==> src/rtl/io_irq_pkg.sv <==
// ----------------------------------------------------------------------------
// io_irq_pkg
// Shared definitions for the IO/IRQ controller: register offsets, CTRL/STATUS/
// FORCE bit positions and the bus wait-state FSM encoding.
// ----------------------------------------------------------------------------
package io_irq_pkg;

  // Register offsets (CPU address bits [3:0])
  localparam logic [3:0] ADDR_FORCE  = 4'd0;
  localparam logic [3:0] ADDR_TLO    = 4'd1;
  localparam logic [3:0] ADDR_THI    = 4'd2;
  localparam logic [3:0] ADDR_CTRL   = 4'd3;
  localparam logic [3:0] ADDR_STATUS = 4'd4;

  // FORCE bits
  localparam int FORCE_IRQ = 0;
  localparam int FORCE_NMI = 1;

  // CTRL bits
  localparam int CTRL_RUN  = 0;
  localparam int CTRL_AUTO = 1;
  localparam int CTRL_IEN  = 2;

  // STATUS bits
  localparam int STATUS_EXP = 0;

  // Bus wait-state FSM
  typedef enum logic [1:0] {
    ST_IDLE = 2'd0,
    ST_WAIT = 2'd1,
    ST_DONE = 2'd2
  } wait_state_t;

endpackage

==> src/rtl/io_irq_timer.sv <==
// ----------------------------------------------------------------------------
// io_irq_timer
// 16-bit down counter with a byte-writable reload latch.
//
// Ports
//   clk        system clock, all state on posedge
//   reset      asynchronous active-high reset (counter 0, latch TIMER_RELOAD)
//   i_run      counting enable (CTRL.run)
//   i_lo_we    committed write to TLO: update latch low byte
//   i_hi_we    committed write to THI: update latch high byte and load counter
//   i_wdata    CPU write data
//   o_count    live counter value
//   o_expire   single-cycle strobe: the counter steps 1 -> 0 on this edge
// ----------------------------------------------------------------------------
module io_irq_timer
  import io_irq_pkg::*;
#(
  parameter logic [15:0] TIMER_RELOAD = 16'hFFFF
) (
  input  logic        clk,
  input  logic        reset,
  input  logic        i_run,
  input  logic        i_lo_we,
  input  logic        i_hi_we,
  input  logic [7:0]  i_wdata,
  output logic [15:0] o_count,
  output logic        o_expire
);

  logic [15:0] r_count;
  logic [15:0] r_latch;

  always_ff @(posedge clk or posedge reset) begin
    if (reset) begin
      r_count <= 16'd0;
      r_latch <= TIMER_RELOAD;
    end else begin
      if (i_lo_we) begin
        r_latch[7:0] <= i_wdata;
      end
      // A THI load takes priority over any counting activity this cycle.
      if (i_hi_we) begin
        r_latch[15:8] <= i_wdata;
        r_count       <= {i_wdata, r_latch[7:0]};
      end else if (i_run) begin
        // Running from zero (after an auto-reload expiry, or when started at
        // zero) reloads quietly; only the 1 -> 0 step counts as an expiry.
        if (r_count == 16'd0) begin
          r_count <= r_latch;
        end else begin
          r_count <= r_count - 16'd1;
        end
      end
    end
  end

  // Suppressed by a THI load, since the load replaces the decrement.
  assign o_expire = i_run & ~i_hi_we & (r_count == 16'd1);
  assign o_count  = r_count;

endmodule

==> src/rtl/io_irq_ctrl.sv <==
// ----------------------------------------------------------------------------
// io_irq_ctrl
// CPU-mapped interrupt controller with a programmable down-counting timer and
// a configurable number of bus wait states.
//
// Register map (addr[3:0])
//   0 FORCE  bit0 force irq, bit1 force nmi
//   1 TLO    write: reload latch low byte;  read: live counter low byte
//   2 THI    write: reload latch high byte + counter load; read: counter high
//   3 CTRL   bit0 run, bit1 autoreload, bit2 irq enable
//   4 STATUS bit0 expired (write 1 to clear)
//   5..15    read 0, writes ignored
//
// Ports
//   clk     system clock
//   reset   asynchronous active-high reset
//   cs      chip select from the bus decoder
//   addr    register offset
//   write   CPU write strobe
//   phase3  CPU commit phase, writes only commit while high
//   data_i  CPU write data
//   data_o  registered read data (1-cycle latency)
//   ready   bus ready contribution (low while wait states are inserted)
//   irq     registered level interrupt request
//   nmi     registered level NMI request
// ----------------------------------------------------------------------------
module io_irq_ctrl
  import io_irq_pkg::*;
#(
  parameter int          WAIT_STATES  = 0,
  parameter logic [15:0] TIMER_RELOAD = 16'hFFFF
) (
  input  logic       clk,
  input  logic       reset,
  input  logic       cs,
  input  logic [3:0] addr,
  input  logic       write,
  input  logic       phase3,
  input  logic [7:0] data_i,
  output logic [7:0] data_o,
  output logic       ready,
  output logic       irq,
  output logic       nmi
);

  localparam logic [1:0] LP_WS      = 2'(WAIT_STATES);
  localparam logic       LP_NO_WAIT = (WAIT_STATES == 0);

  wait_state_t r_state;
  logic [1:0]  r_wcnt;

  logic [1:0]  r_force;
  logic [2:0]  r_ctrl;
  logic        r_expired;
  logic [7:0]  r_data_o;
  logic        r_irq;
  logic        r_nmi;

  logic        w_commit;
  logic        w_read;
  logic        w_wr_force;
  logic        w_wr_tlo;
  logic        w_wr_thi;
  logic        w_wr_ctrl;
  logic        w_wr_status;
  logic [7:0]  w_rdata;
  logic [15:0] w_count;
  logic        w_expire;

  // --------------------------------------------------------------------------
  // Ready: combinational so the very first cs cycle already stalls the CPU.
  // Reset forces it high so an aborted access cannot hang the bus.
  // --------------------------------------------------------------------------
  always_comb begin
    ready = reset | ~cs | LP_NO_WAIT | (r_state == ST_DONE);
  end

  // --------------------------------------------------------------------------
  // Wait-state FSM. The IDLE cycle in which cs first appears is itself a
  // ready-low cycle, so WAIT is left when the counter steps down to 1; this
  // gives exactly WAIT_STATES low cycles per access.
  // --------------------------------------------------------------------------
  always_ff @(posedge clk or posedge reset) begin
    if (reset) begin
      r_state <= ST_IDLE;
      r_wcnt  <= 2'd0;
    end else begin
      case (r_state)
        ST_IDLE: begin
          if (cs && !LP_NO_WAIT) begin
            r_wcnt <= LP_WS;
            if (WAIT_STATES == 1) begin
              r_state <= ST_DONE;
            end else begin
              r_state <= ST_WAIT;
            end
          end
        end
        ST_WAIT: begin
          if (!cs) begin
            r_state <= ST_IDLE;
          end else begin
            r_wcnt <= r_wcnt - 2'd1;
            if (r_wcnt == 2'd2) begin
              r_state <= ST_DONE;
            end
          end
        end
        ST_DONE: begin
          if (!cs || phase3) begin
            r_state <= ST_IDLE;
          end
        end
        default: begin
          r_state <= ST_IDLE;
        end
      endcase
    end
  end

  // --------------------------------------------------------------------------
  // Address decode
  // --------------------------------------------------------------------------
  assign w_commit    = cs & write & ready & phase3;
  assign w_read      = cs & ~write;
  assign w_wr_force  = w_commit & (addr == ADDR_FORCE);
  assign w_wr_tlo    = w_commit & (addr == ADDR_TLO);
  assign w_wr_thi    = w_commit & (addr == ADDR_THI);
  assign w_wr_ctrl   = w_commit & (addr == ADDR_CTRL);
  assign w_wr_status = w_commit & (addr == ADDR_STATUS);

  always_comb begin
    w_rdata = 8'h00;
    case (addr)
      ADDR_FORCE:  w_rdata = {6'd0, r_force};
      ADDR_TLO:    w_rdata = w_count[7:0];
      ADDR_THI:    w_rdata = w_count[15:8];
      ADDR_CTRL:   w_rdata = {5'd0, r_ctrl};
      ADDR_STATUS: w_rdata = {7'd0, r_expired};
      default:     w_rdata = 8'h00;
    endcase
  end

  // --------------------------------------------------------------------------
  // Timer
  // --------------------------------------------------------------------------
  io_irq_timer #(
    .TIMER_RELOAD (TIMER_RELOAD)
  ) u_timer (
    .clk      (clk),
    .reset    (reset),
    .i_run    (r_ctrl[CTRL_RUN]),
    .i_lo_we  (w_wr_tlo),
    .i_hi_we  (w_wr_thi),
    .i_wdata  (data_i),
    .o_count  (w_count),
    .o_expire (w_expire)
  );

  // --------------------------------------------------------------------------
  // Registers, read data and interrupt outputs
  // --------------------------------------------------------------------------
  always_ff @(posedge clk or posedge reset) begin
    if (reset) begin
      r_force   <= 2'd0;
      r_ctrl    <= 3'd0;
      r_expired <= 1'b0;
      r_data_o  <= 8'h00;
      r_irq     <= 1'b0;
      r_nmi     <= 1'b0;
    end else begin
      if (w_wr_force) begin
        r_force <= data_i[1:0];
      end

      // A one-shot expiry stops the timer; a CPU write to CTRL in the same
      // cycle is the later, explicit intent and overrides it.
      if (w_wr_ctrl) begin
        r_ctrl <= data_i[2:0];
      end else if (w_expire && !r_ctrl[CTRL_AUTO]) begin
        r_ctrl[CTRL_RUN] <= 1'b0;
      end

      // Expiry beats a simultaneous write-1-to-clear so no event is lost.
      if (w_expire) begin
        r_expired <= 1'b1;
      end else if (w_wr_status && data_i[STATUS_EXP]) begin
        r_expired <= 1'b0;
      end

      if (w_read) begin
        r_data_o <= w_rdata;
      end

      r_irq <= r_force[FORCE_IRQ] | (r_expired & r_ctrl[CTRL_IEN]);
      r_nmi <= r_force[FORCE_NMI];
    end
  end

  assign data_o = r_data_o;
  assign irq    = r_irq;
  assign nmi    = r_nmi;

endmodule

==> config.mk <==
export PLATFORM = sky130hd
export DESIGN_NAME = io_irq_ctrl
export DESIGN_NICKNAME = d
export VERILOG_FILES = /design/src/rtl/io_irq_pkg.sv /design/src/rtl/io_irq_timer.sv /design/src/rtl/io_irq_ctrl.sv
export SDC_FILE = /design/constraint.sdc
export NUM_CORES = 1
export LEC_CHECK = 0
export ABC_AREA = 1
export BUFFER_PORTS_ARGS = -buffer_cell sky130_fd_sc_hd__buf_2
export CORE_MARGIN = 3
export CORE_UTILIZATION = 55
export CTS_BUF_LIST = sky130_fd_sc_hd__clkbuf_2
export DETAILED_ROUTE_END_ITERATION = 7
export HOLD_SLACK_MARGIN = 0.05
export PLACE_DENSITY = 0.78
export SYNTH_ARGS = -nofsm -noshare
export SYNTH_HDL_FRONTEND = slang
export SYNTH_SLANG_ARGS = --single-unit
==> constraint.sdc <==
create_clock -name clk -period 1.5 [get_ports clk]
set_clock_uncertainty 0.15 [all_clocks]
set_input_delay 0.15 -clock clk [delete_from_list [all_inputs] [get_ports clk]]
set_output_delay 0.15 -clock clk [all_outputs]
set_load 0.005 [all_outputs]
Word level (Yosys, flattened, before mapping)
Cells that the tools add are included.
- reductions and logical operators: 8
- muxes and demuxes: 8
- add/subtract/negate cells: 1
- equality and inequality tests: 5
- bitwise operators: 14
- operator list (cell ; number):
    $mux W16 ; 3
    $pmux W8 S5 ; 1
    $eq A16 B1 Y1 const B ; 1
    $logic_not A16 Y1 ; 1
    $sub A16 B1 Y16 const B ; 1
    $and A1 B1 Y1 ; 11
    $eq A4 B2 Y1 const B ; 2
    $reduce_bool A2 Y1 ; 3
    $eq A4 B1 Y1 const B ; 1
    $eq A4 B3 Y1 const B ; 1
    $logic_not A4 Y1 ; 1
    $mux W1 ; 4
    $logic_and A1 B1 Y1 ; 2
    $not A1 Y1 ; 2
    $logic_not A1 Y1 ; 1
    $or A1 B1 Y1 ; 1
- word-level logic and storage cells: 46
- output and inout bits: 11
- register bits after elaboration: 48
- input port bits: 17

Depth between registers and ports, before layout
Gate-level depths: netlist of the first run.
- word-level depth: 9
- mapped depth: 10
- mapped depth without buffers: 10

Cells and area by module
Synthesis of the first run repeated with hierarchy kept, for this count alone.
- cells, all modules: 393
- area, all modules: 2911.5 um2
- modules (own cells, without submodules) (module ; instances ; cells each ; area each (um2) ; sequential area each (um2)):
    io_irq_timer ; 1 ; 273 ; 1978.1 ; 820.8
    io_irq_ctrl ; 1 ; 120 ; 933.4 ; 400.4

Least setup slack after synthesis of the first run
OpenSTA, ideal clock, no wires.
- path kind: register to register
- start point: register u_timer.r_count[0] (netlist: u_timer.o_count[0])
- end point: register u_timer.r_count[8] (netlist: u_timer.o_count[8])
- stages on the path, launching flop included: 9
- data required time: 1.226 ns
- setup time: 0.124 ns
- path slack: -0.079 ns
- buffers on the path: 1
- period minus slack after synthesis: 1.579 ns
- arrival time: 1.306 ns
- path through: dfrtp_1 -> inv_1 -> ha_1 -> nand2_1 -> nor2_1 -> nand2_4 -> buf_6 -> o21ai_0 -> o21bai_1
- word-level cells in the longest chain between the ends: 4
- elaborated cells on any way between the ends: 5
- classes of those cells: add/sub (1); mux (3); reduce/logical (1)
- RTL lines (what ; RTL line ; source):
    start, declared ; io_irq_timer.sv:30 ; logic [15:0] r_count;
    start signal, assigned ; io_irq_timer.sv:44 ; r_count <= {i_wdata, r_latch[7:0]};
    start signal, assigned ; io_irq_timer.sv:49 ; r_count <= r_latch;
    start signal, assigned ; io_irq_timer.sv:51 ; r_count <= r_count - 16'd1;
    $sub A16 B1 Y16 / $logic_not A16 Y1 (equally long branches) ; io_irq_timer.sv:51, io_irq_timer.sv:48 ;
    $mux W16 (*) ; io_irq_timer.sv:48 ; if (r_count == 16'd0) begin
    $mux W16 (*) ; io_irq_timer.sv:45 ; end else if (i_run) begin
    $mux W16 (*) ; io_irq_timer.sv:42 ; if (i_hi_we) begin
Mark *: on every way between the ends. The rest lies on a longest branch, timed or not. The select of a mux whose other input is x is not followed.
A chain may end at the register's enable or synchronous reset.

Final worst setup path of the first run
- start point: register u_timer.r_count[1] (netlist: u_timer.o_count[1])
- end point: register u_timer.r_count[12] (netlist: u_timer.o_count[12])
Same word-level chain as after synthesis.

==> results of run 1 <==
-- power by group --
group	leakage (nW)	switching (W)	total, W	internal [W]
Sequential	0.556	0.000233	0.00188	0.00164
Clock	0.0308	0.000437	0.000550	0.000114
Combinational	1.35	0.00151	0.00277	0.00126
-- what timing repair did --
item                                   4_1_cts  5_1_grt
endpoints found under the hold margin       86        0
pin swaps                                    7       24
setup buffers                                1        3
setup endpoints to repair                   17       19
cloned                                       0        2
resized for setup                           20       42
hold buffers                                21        0
-- cell usage after synthesis, types with 2 or more instances --
master | number | area, um^2
nor2_4 | 2 | 22.5
xor2_1 | 4 | 35.0
nand3_1 | 32 | 160
o21bai_1 | 2 | 15.0
or2_2 | 2 | 12.5
a21oi_1 | 9 | 45.0
o21ai_0 | 20 | 100
ha_1 | 3 | 37.5
nor2_1 | 34 | 128
nor2_2 | 5 | 31.3
inv_1 | 45 | 169
nand2_1 | 112 | 420
o22ai_1 | 8 | 50.1
dfrtp_1 | 32 | 801
nand2_4 | 2 | 22.5
a21oi_2 | 4 | 35.0
o21ai_1 | 8 | 40.0
dfstp_2 | 16 | 420
inv_2 | 2 | 7.51
buf_6 | 5 | 56.3
-- cell type report --
cell class | count | area, um^2
fill | 312 | 1040
multi-input combinational | 259 | 1450
timing repair buffer | 97 | 751
inverter | 49 | 199
sequential | 48 | 1220
tap | 67 | 83.8
clock inverter | 3 | 17.5
clock buffer | 5 | 25.0
-- through the flow --
step | setup WS, ps | hold slack [ps]
after CTS | -155 | 61.3
final | -231 | 59.9
after detailed placement | -122 | 57.8
after floorplan | 9.80 | 110
after global placement | -77.9 | 54.3
after global routing | -297 | 72.2
-- worst paths after layout --
| check | slack [ps] | start | depth (start not counted) | end |
|---|---|---|---|---|
| min | 60 | reset | 4 | r_ctrl[1] |
| max reg2reg | -230 | u_timer.o_count[1] | 10 | u_timer.o_count[12] |
| min reg2reg | 280 | r_force[1] | 0 | nmi |
| max in group asynchronous | 820 | reset | 4 | u_timer.r_latch[14] |
| min in group clk | 70 | addr[2] | 7 | u_timer.r_latch[8] |
| max | -230 | u_timer.o_count[1] | 10 | u_timer.o_count[12] |
-- sequential cells by signal, summed over array words and instances, names as in the netlist --
name / cells
data_o: 8
irq: 1
nmi: 1
r_ctrl: 3
r_expired: 1
r_force: 2
u_timer.o_count: 16
u_timer.r_latch: 16
-- layer usage --
layer	routed length [um]	part of all wire (%)	track usage [%]
met5	0	0	0
met4	376	4.6	15.6
met3	537	6.5	4.34
met2	4100	50	44.8
met1	3220	39	35.4
-- cell families (layout without fill, tap and decap cells) --
logic type / count (synthesis) / in the layout / share of synthesized area (%)
simple gates: 197 / 198 / 32.0
buf+inv: 56 / 154 / 9.74
compound gates: 52 / 52 / 10.7
flops: 48 / 48 / 44.4
xor+xnor: 4 / 4 / 1.27
fa+ha+maj: 3 / 3 / 1.37
other cells: 1 / 1 / 0.136
mux: 1 / 1 / 0.410
-- worst min-delay path, cell delays in order --
cell and delay [ps]:
dlygate4sd3_1 530, buf_2 120, inv_2 60, buf_12 240
==> results.md, run 1 <==
- Outcome: finished with violations
- Violated checks: negative setup slack
- VDD IR-drop max: 997 uV
- Placed Area: 3250 um^2
- Sequential share of the synthesized area: 44.4%
- Pin count of the biggest net entering global routing: 49
- Largest delay contributor family on the critical path: simple AND/OR/NAND/NOR gates
- CTS Buffer Depth: 2
- PwrDens: 1390 nW/um^2
- Crit Path Max Fanout: 5
- Port-buffer cells: 26
- EDFF count, synth: 0
- Min-delay worst type: in2async
- Main synth FF type: dfrtp_1
- Final total power: 0.00520 W
- Fin. Hold Viols: 0
- Layout cells sized above 1: 35.6%
- Leak: 1.93 nW
- Slew Limit Fails: 0
- Syn Area/Cell: 7.59 um^2
- Full die area: 5880 um^2
- GRT Total Usage: 27.7%
- Vias per cell: 5.36
- TNS Setup: -3100 ps
- Final core occ: 78.4%
- DRT antenna net count: 0
- CTS sink count: 48
- Core Area: 4790 um^2
- WP data arrival: 1950 ps
- Initial antenna violation count: 0
- WP buf/inv: 2
- CP startpoint kind: flip-flop
- Unrepaired setup endpoints after global routing: yes
- Drt drc: 0
- CTS root buffer: clkbuf_2
- # setup viols final: 17
- Most used cell, CP: nand2_1
- Unique masters post-synth: 35
- Final WL: 8230 um
- Final period util: 115%
- Remaining Overflow, GRT: 0
- Period minus WS final: 1730 ps
- Finished Layout Cells: 528
- Setup crit end kind: flip-flop
- # rows: 25
- Cell total after placement: 494
- CTS Buf Count: 5
- GPL Wtd Cong: 0.990
- Area growth, synth to finish: 36.5%
- TritonCTS clock tree: yes
- Largest stage delay, worst path: 490 ps
- # IOs: 28
- Clock-pin slew on the worst setup and hold paths: 260 ps
- Critical path's slowest cell: dfrtp_1
- Number of global-route vias before repair: 2,740
- Syn_nets: 382
- Crit path required time: 1710 ps
- Seq cells post-synth: 48
- Ys async rst share: 100%
- Mapped Cells: 362
- H-tree levels: 2
- Maxcap violations: 0
- CP Class: reg2reg
- DIE WIDTH: 76.7 um
- Starting Density: 57.4%
- Synthesis Warnings: 0
- Detailed Route Iter0 Violations: 277
- Final worst slack: -231 ps
- Synthesized cell area: 2750 um^2
- Ant. Diodes: 0
- Detailed Place HPWL: 5250 um
- Die height: 76.7 um
- CP cell instances: inv_2, ha_4, nand2_2, nor2_2, buf_6, nand2_1, nand2_1, nand3_2, nand2_1, a21oi_2
- Clk_lat worst skew: 470 ps
- Final standard cell area without fillers: 3750 um^2
- Routed WL per cell: 15.6 um
- Most common cell after layout, fill and taps aside: nand2_1
- Drt first pass iters: 5
- FMAX: 578 MHz
- Via count: 2,828
- First-pass GRT wire length: 12,900 um
- Most frequent cells in the layout: nand2_1 (102), buf_4 (43), inv_1 (40)
- Fin nets: 480
Note: power is estimated with default switching activity, not from simulation.
==> inputs of run 2 (changes only) <==
- CORE_UTILIZATION: 55 -> 50
- PLACE_DENSITY: 0.78 -> 0.72
==> run 2 against run 1 <==
Compared with the run above: the run ends with negative hold slack, negative setup slack left; clock-buffer cell count rose by 1; worst setup slack improved by 4.7 ps; via count rose by 3.3%; global-route usage fell by 2.8 points; combinational power rose by 12%; core utilization fell by 2.3 points; sequential power barely moved; die area rose by 9.2%; critical path type unchanged; wire length rose by 5.1%; final area rose by 5.5%.
==> results.md, run 2 (synthesis gave the netlist of run 1 again) <==
- GRT Total Usage: 24.9% (-2.8 points)
- WP data arrival: 1970 ps (+20 ps)
- Crit path required time: 1740 ps (+30 ps)
- Clk_lat worst skew: 460 ps (about the same)
- CTS Buf Count: 5 (unchanged)
- TNS Setup: -3570 ps (-468 ps)
- Period minus WS final: 1730 ps (-4.68 ps)
- Pin count of the biggest net entering global routing: 36 (-27%)
- Maxcap violations: 0 (unchanged)
- DIE WIDTH: 80.1 um (+4.5%)
- # IOs: 28 (unchanged)
- Relative slew slack: 66.8%
- PwrDens: 1450 nW/um^2 (+4.5%)
- Starting Density: 52.8% (-4.6 points)
- Initial antenna violation count: 0 (unchanged)
- Remaining Overflow, GRT: 0 (unchanged)
- Final period util: 115% (-0.31 points)
- Full die area: 6420 um^2 (+9.2%)
- Pre-CTS WS: -148 ps (-25.5 ps)
- Die height: 80.1 um (+4.5%)
- # rows: 26 (+4.0%)
- Port-buffer cells: 26 (unchanged)
- Area growth, synth to finish: 44.0%
- Drt first pass iters: 5 (unchanged)
- H-tree levels: 2 (unchanged)
- Most common cell after layout, fill and taps aside: nand2_1
- Vias per cell: 5.46 (+1.9%)
- Detailed Place HPWL: 5140 um (-2.1%)
- Routed WL per cell: 16.2 um (+3.8%)
- DRT antenna net count: 0 (unchanged)
- Violated checks: negative hold slack, negative setup slack
- Final worst slack: -227 ps (+4.68 ps)
- First-pass GRT wire length: 12,200 um (-5.5%)
- Setup crit end kind: flip-flop
- Ant. Diodes: 0 (unchanged)
- Worst-margin pin slew: 497 ps
- CTS Buffer Depth: 2 (unchanged)
- Core Area: 5200 um^2 (+8.8%)
- TritonCTS clock tree: yes
- Clock-pin slew on the worst setup and hold paths: 250 ps (about the same)
- WHS: -34.2 ps (-94.1 ps)
- Fin. Hold Viols: 1 (+1)
- Layout cells sized above 1: 41.7% (+6.1 points)
- Most frequent cells in the layout: nand2_1 (93), buf_4 (45), inv_1 (39)
- Final total power: 0.00574 W (+10%)
- GPL Wtd Cong: 0.930 (-6.1%)
- Drt drc: 0 (unchanged)
- CP Class: reg2reg
- Unrepaired setup endpoints after global routing: yes
- Final WL: 8660 um (+5.1%)
- Min-delay worst type: in2reg
- CP startpoint kind: flip-flop
- Via count: 2,921 (+3.3%)
- VDD IR-drop max: 858 uV (-14%)
- Detailed Route Iter0 Violations: 249 (-10%)
- Crit Path Max Fanout: 5 (unchanged)
- CTS sink count: 48 (unchanged)
- Fin nets: 484 (+0.83%)
- FMAX: 579 MHz (+0.27%)
- CTS root buffer: clkbuf_2
- Final core occ: 76.0% (-2.3 points)
- Slew Limit Fails: 0 (unchanged)
- Outcome: finished with violations
- Number of global-route vias before repair: 2,574 (-6.1%)
- Leak: 2.06 nW (+6.2%)
- # setup viols final: 20 (+3)
[run 2: where the power goes]
part	switching, W	internal, W	total [W]
Clock	0.000440	0.000286	0.000726
Sequential	0.000264	0.00165	0.00191
Combinational	0.00165	0.00144	0.00310
[run 2: path summary, 6_finish.rpt]
path / to / start / depth (start not counted) / slack [ps]
hold reg to reg: nmi / r_force[1] / 0 / 260
max in group asynchronous: u_timer.r_latch[9] / reset / 5 / 130
setup reg to reg: u_timer.o_count[12] / u_timer.o_count[7] / 9 / -230
hold / removal: u_timer.r_latch[8] / addr[0] / 6 / -30
setup / recovery: u_timer.o_count[12] / u_timer.o_count[7] / 9 / -230
min in group asynchronous: data_o[0] / reset / 4 / 530
[run 2: what timing repair did]
action,in CTS,in global routing
hold buffers,17,3
gates cloned,1,1
pin swaps,8,33
endpoints found under the hold margin,86,2
resized for setup,19,77
setup endpoints to repair,17,34
setup buffers,3,8
[run 2: through the flow]
stage / hold WS, ps / std cells / cell area (um^2)
CTS: -63.2 / 525 / 3610
global route: -31.6 / 535 / 3960
floorplan: 110 / 362 / 2750
global placement: -25.9 / 496 / 3270
finish: -34.2 / 535 / 3960
detailed placement: -18.6 / 496 / 3270
[run 2: layout make-up]
type	count	area, um^2
clock inverter	2	35.0
sequential	48	1220
tap	70	87.6
clock buffer	6	30.0
fill	358	1250
multi-input combinational	259	1570
timing repair buffer	101	815
inverter	49	196
[run 2: worst max-delay path, stage by stage (launching register included)]
cell	delay (ps)
dfrtp_1	480
nor2_2	190
nand2_2	130
buf_4	160
nor2_4	180
nand2_1	90
nand2_1	80
nand3_2	70
nand2_2	80
a21oi_2	50
[run 2: routing by layer]
metal / share of wire [%] / up-vias / wire (um) / GRT usage [%]
li1: - / 1343 / - / -
met5: 0 / - / 0 / 0
met4: 4.2 / 0 / 360 / 7.26
met1: 40 / 1373 / 3440 / 33.3
met3: 8.4 / 46 / 731 / 4.60
met2: 48 / 159 / 4120 / 41.2
==> inputs of run 3 (changes only) <==
- ABC_CLOCK_PERIOD_IN_PS: not set -> 1500
- BUFFER_PORTS_ARGS: -buffer_cell sky130_fd_sc_hd__buf_2 -> -buffer_cell sky130_fd_sc_hd__buf_4
- CORE_MARGIN: 3 -> 5
==> run 3 against run 2 <==
Compared with the run above: the run still ends with negative hold slack, negative setup slack left; highest routed layer unchanged; clock power decreased by 28%; critical endpoint is now u_timer.o_count[1]; final cell count fell by 1.9%; clock-buffer cell count decreased by 1; wire length is 20% lower; die area rose by 10%; via count shrank 9.3%; critical path type unchanged.
==> results.md, run 3 (synthesis gave the netlist of run 1 again) <==
- Outcome: finished with violations
- Violated checks: negative hold slack, negative setup slack
- # rows: 27 (+3.8%)
- H-tree levels: 2 (unchanged)
- CTS Buf Count: 5 (unchanged)
- Fin nets: 472 (-2.5%)
- Initial antenna violation count: 0 (unchanged)
- Min-delay worst type: in2reg
- Register-to-register path setup slack: -180 ps (+50 ps)
- Unrepaired setup endpoints after global routing: yes
- Period minus WS final: 1680 ps (-47.0 ps)
- VDD IR-drop max: 623 uV (-27%)
- Setup crit end kind: flip-flop
- Final WL: 6960 um (-20%)
- CTS Buffer Depth: 2 (unchanged)
- CP Capture Point: u_timer.o_count[1]
- PwrDens: 1320 nW/um^2 (-8.9%)
- Remaining Overflow, GRT: 0 (unchanged)
- CTS root buffer: clkbuf_2
- Routed WL per cell: 13.3 um (-18%)
- Clk_lat worst skew: 440 ps (-20 ps)
- Crit Path Max Fanout: 5 (unchanged)
- Crit path required time: 1760 ps (+20 ps)
- Core Area: 5440 um^2 (+4.5%)
- Full die area: 7080 um^2 (+10%)
- DRT antenna net count: 0 (unchanged)
- Ant. Diodes: 0 (unchanged)
- Reg-to-Reg End: u_timer.o_count[1]
- Filler cells: 458 (+28%)
- Area growth, synth to finish: 34.6%
- Die height: 84.1 um (+5.0%)
- Starting Density: 50.5% (-2.3 points)
- Met1 usage: 26.9% (-6.4 points)
- R2R depth: 9 (unchanged)
- # setup viols final: 26 (+30%)
- Pin count of the biggest net entering global routing: 49 (+36%)
- Drt drc: 0 (unchanged)
- CP Class: reg2reg
- Register Area: 1220 um^2 (-0.20%)
- Leak: 1.91 nW (-7.2%)
- Final period util: 112% (-3.1 points)
- CP startpoint kind: flip-flop
- GRT met2 Usage: 34.4% (-6.9 points)
- TritonCTS clock tree: yes
- WP data arrival: 1940 ps (-30 ps)
- GRT Max-Usage Layer: met2
- Detailed Place HPWL: 5160 um (+0.27%)
- Detailed Route Iter0 Violations: 157 (-37%)
- Maxcap violations: 0 (unchanged)
- Final standard cell area without fillers: 3700 um^2 (-6.6%)
- Via count: 2,648 (-9.3%)
- Port-buffer cells: 26 (unchanged)
- # IOs: 28 (unchanged)
- Final worst slack: -180 ps (+47.0 ps)
- DIE WIDTH: 84.1 um (+5.0%)
- Placed Area: 3330 um^2 (+1.8%)
- Fin. Hold Viols: 3 (+2)
- FMAX: 595 MHz (+2.8%)
- Clock-pin slew on the worst setup and hold paths: 260 ps (about the same)
- Critical Path Source: u_timer.o_count[1]
- Vias per cell: 5.04 (-7.6%)
- CTS sink count: 48 (unchanged)
- Most common cell after layout, fill and taps aside: nand2_1
- Layout cells sized above 1: 32.9% (-8.8 points)
- First-pass GRT wire length: 11,900 um (-1.8%)
- Slew Limit Fails: 0 (unchanged)
- Area occupied by multi-input gates: 1390 um^2 (-11%)
- Drt first pass iters: 4 (-1)
- Worst reg2reg path startpoint: u_timer.o_count[1]
- WHS: -52.2 ps (-18.0 ps)
- GPL Wtd Cong: 0.903 (-2.8%)
- Min-delay src: addr[2]
- TNS Setup: -2880 ps (+687 ps)
- Most frequent cells in the layout: nand2_1 (106), buf_4 (72), inv_1 (39)
- Grt met3 use: 3.83% (-0.77 points)
- GRT Total Usage: 20.7% (-4.2 points)
- Number of global-route vias before repair: 2,639 (+2.5%)
==> run 3: changes by cell type in the layout (fill, tap and decap cells not counted), sizes merged <==
cell / delta
buf: -7
dlygate4sd3: -3
bufinv: -1
clkbuf: -1
clkinv: +1
dlymetal6s4s: -1
inv: +1
nand2: -1
==> run 3: report_power, final <==
| group | switching, W | internal (W) | leakage [nW] |
|---|---|---|---|
| sequential | 0.000228 | 0.00164 | 0.556 |
| combinational | 0.00131 | 0.00118 | 1.32 |
| clock | 0.000419 | 0.000105 | 0.0302 |
==> run 3: final cells by class <==
cell class | instances | share of cell area, %
Clock inverter | 3 | 0.372
Sequential cell | 48 | 33.1
Tap cell | 72 | 2.44
Multi-Input combinational cell | 258 | 37.7
Timing Repair Buffer | 90 | 20.6
Inverter | 49 | 5.21
Clock buffer | 5 | 0.677
==> run 3: repair_timing <==
| action | in CTS | in global routing |
|---|---|---|
| hold endpoints to repair | 86 | 13 |
| buffers inserted | 5 | 2 |
| endpoints found under the setup margin | 17 | 19 |
| pin swaps | 9 | 13 |
| hold buffers | 15 | 2 |
| resized for setup | 20 | 18 |
==> run 3: per-layer routing <==
metal	wire length [um]	share of wire, %
met5	0	0
met3	336	4.8
met1	3160	45
met4	190	2.7
met2	3280	47
==> run 3: critical path, stage by stage (launching register included) <==
cell and delay, ps:
dfrtp_1 470, inv_2 90, ha_4 170, nand2_4 60, nor2_4 40, nand2_4 100
nand2_8 80, buf_4 150, or2_4 220, a21oi_2 120
==> run 3: how the worst min path moves through the flow <==
| stage | endpoint | slack, ps | cells past startpoint |
|---|---|---|---|
| final | u_timer.r_latch[8] | -50 | 6 |
| after global placement | u_timer.o_count[8] | 60 | 3 |
| after global routing | r_expired | -60 | 4 |
| after floorplan | u_timer.r_latch[8] | 110 | 2 |
| after detailed placement | u_timer.o_count[9] | 70 | 3 |
| after CTS | u_timer.r_latch[8] | -70 | 6 |
==> run 3: per-stage QoR <==
| step | total power, W | setup WS, ps | util (%) | std cells |
|---|---|---|---|---|
| finish | 0.00488 | -180 | 68.0 | 525 |
| global placement | 0.00401 | -155 | 61.2 | 497 |
| global route | 0.00525 | -240 | 68.0 | 525 |
| detailed placement | 0.00405 | -172 | 61.2 | 497 |
| floorplan | 0.00304 | 9.80 | - | 362 |
| CTS | 0.00475 | -162 | 66.8 | 524 |
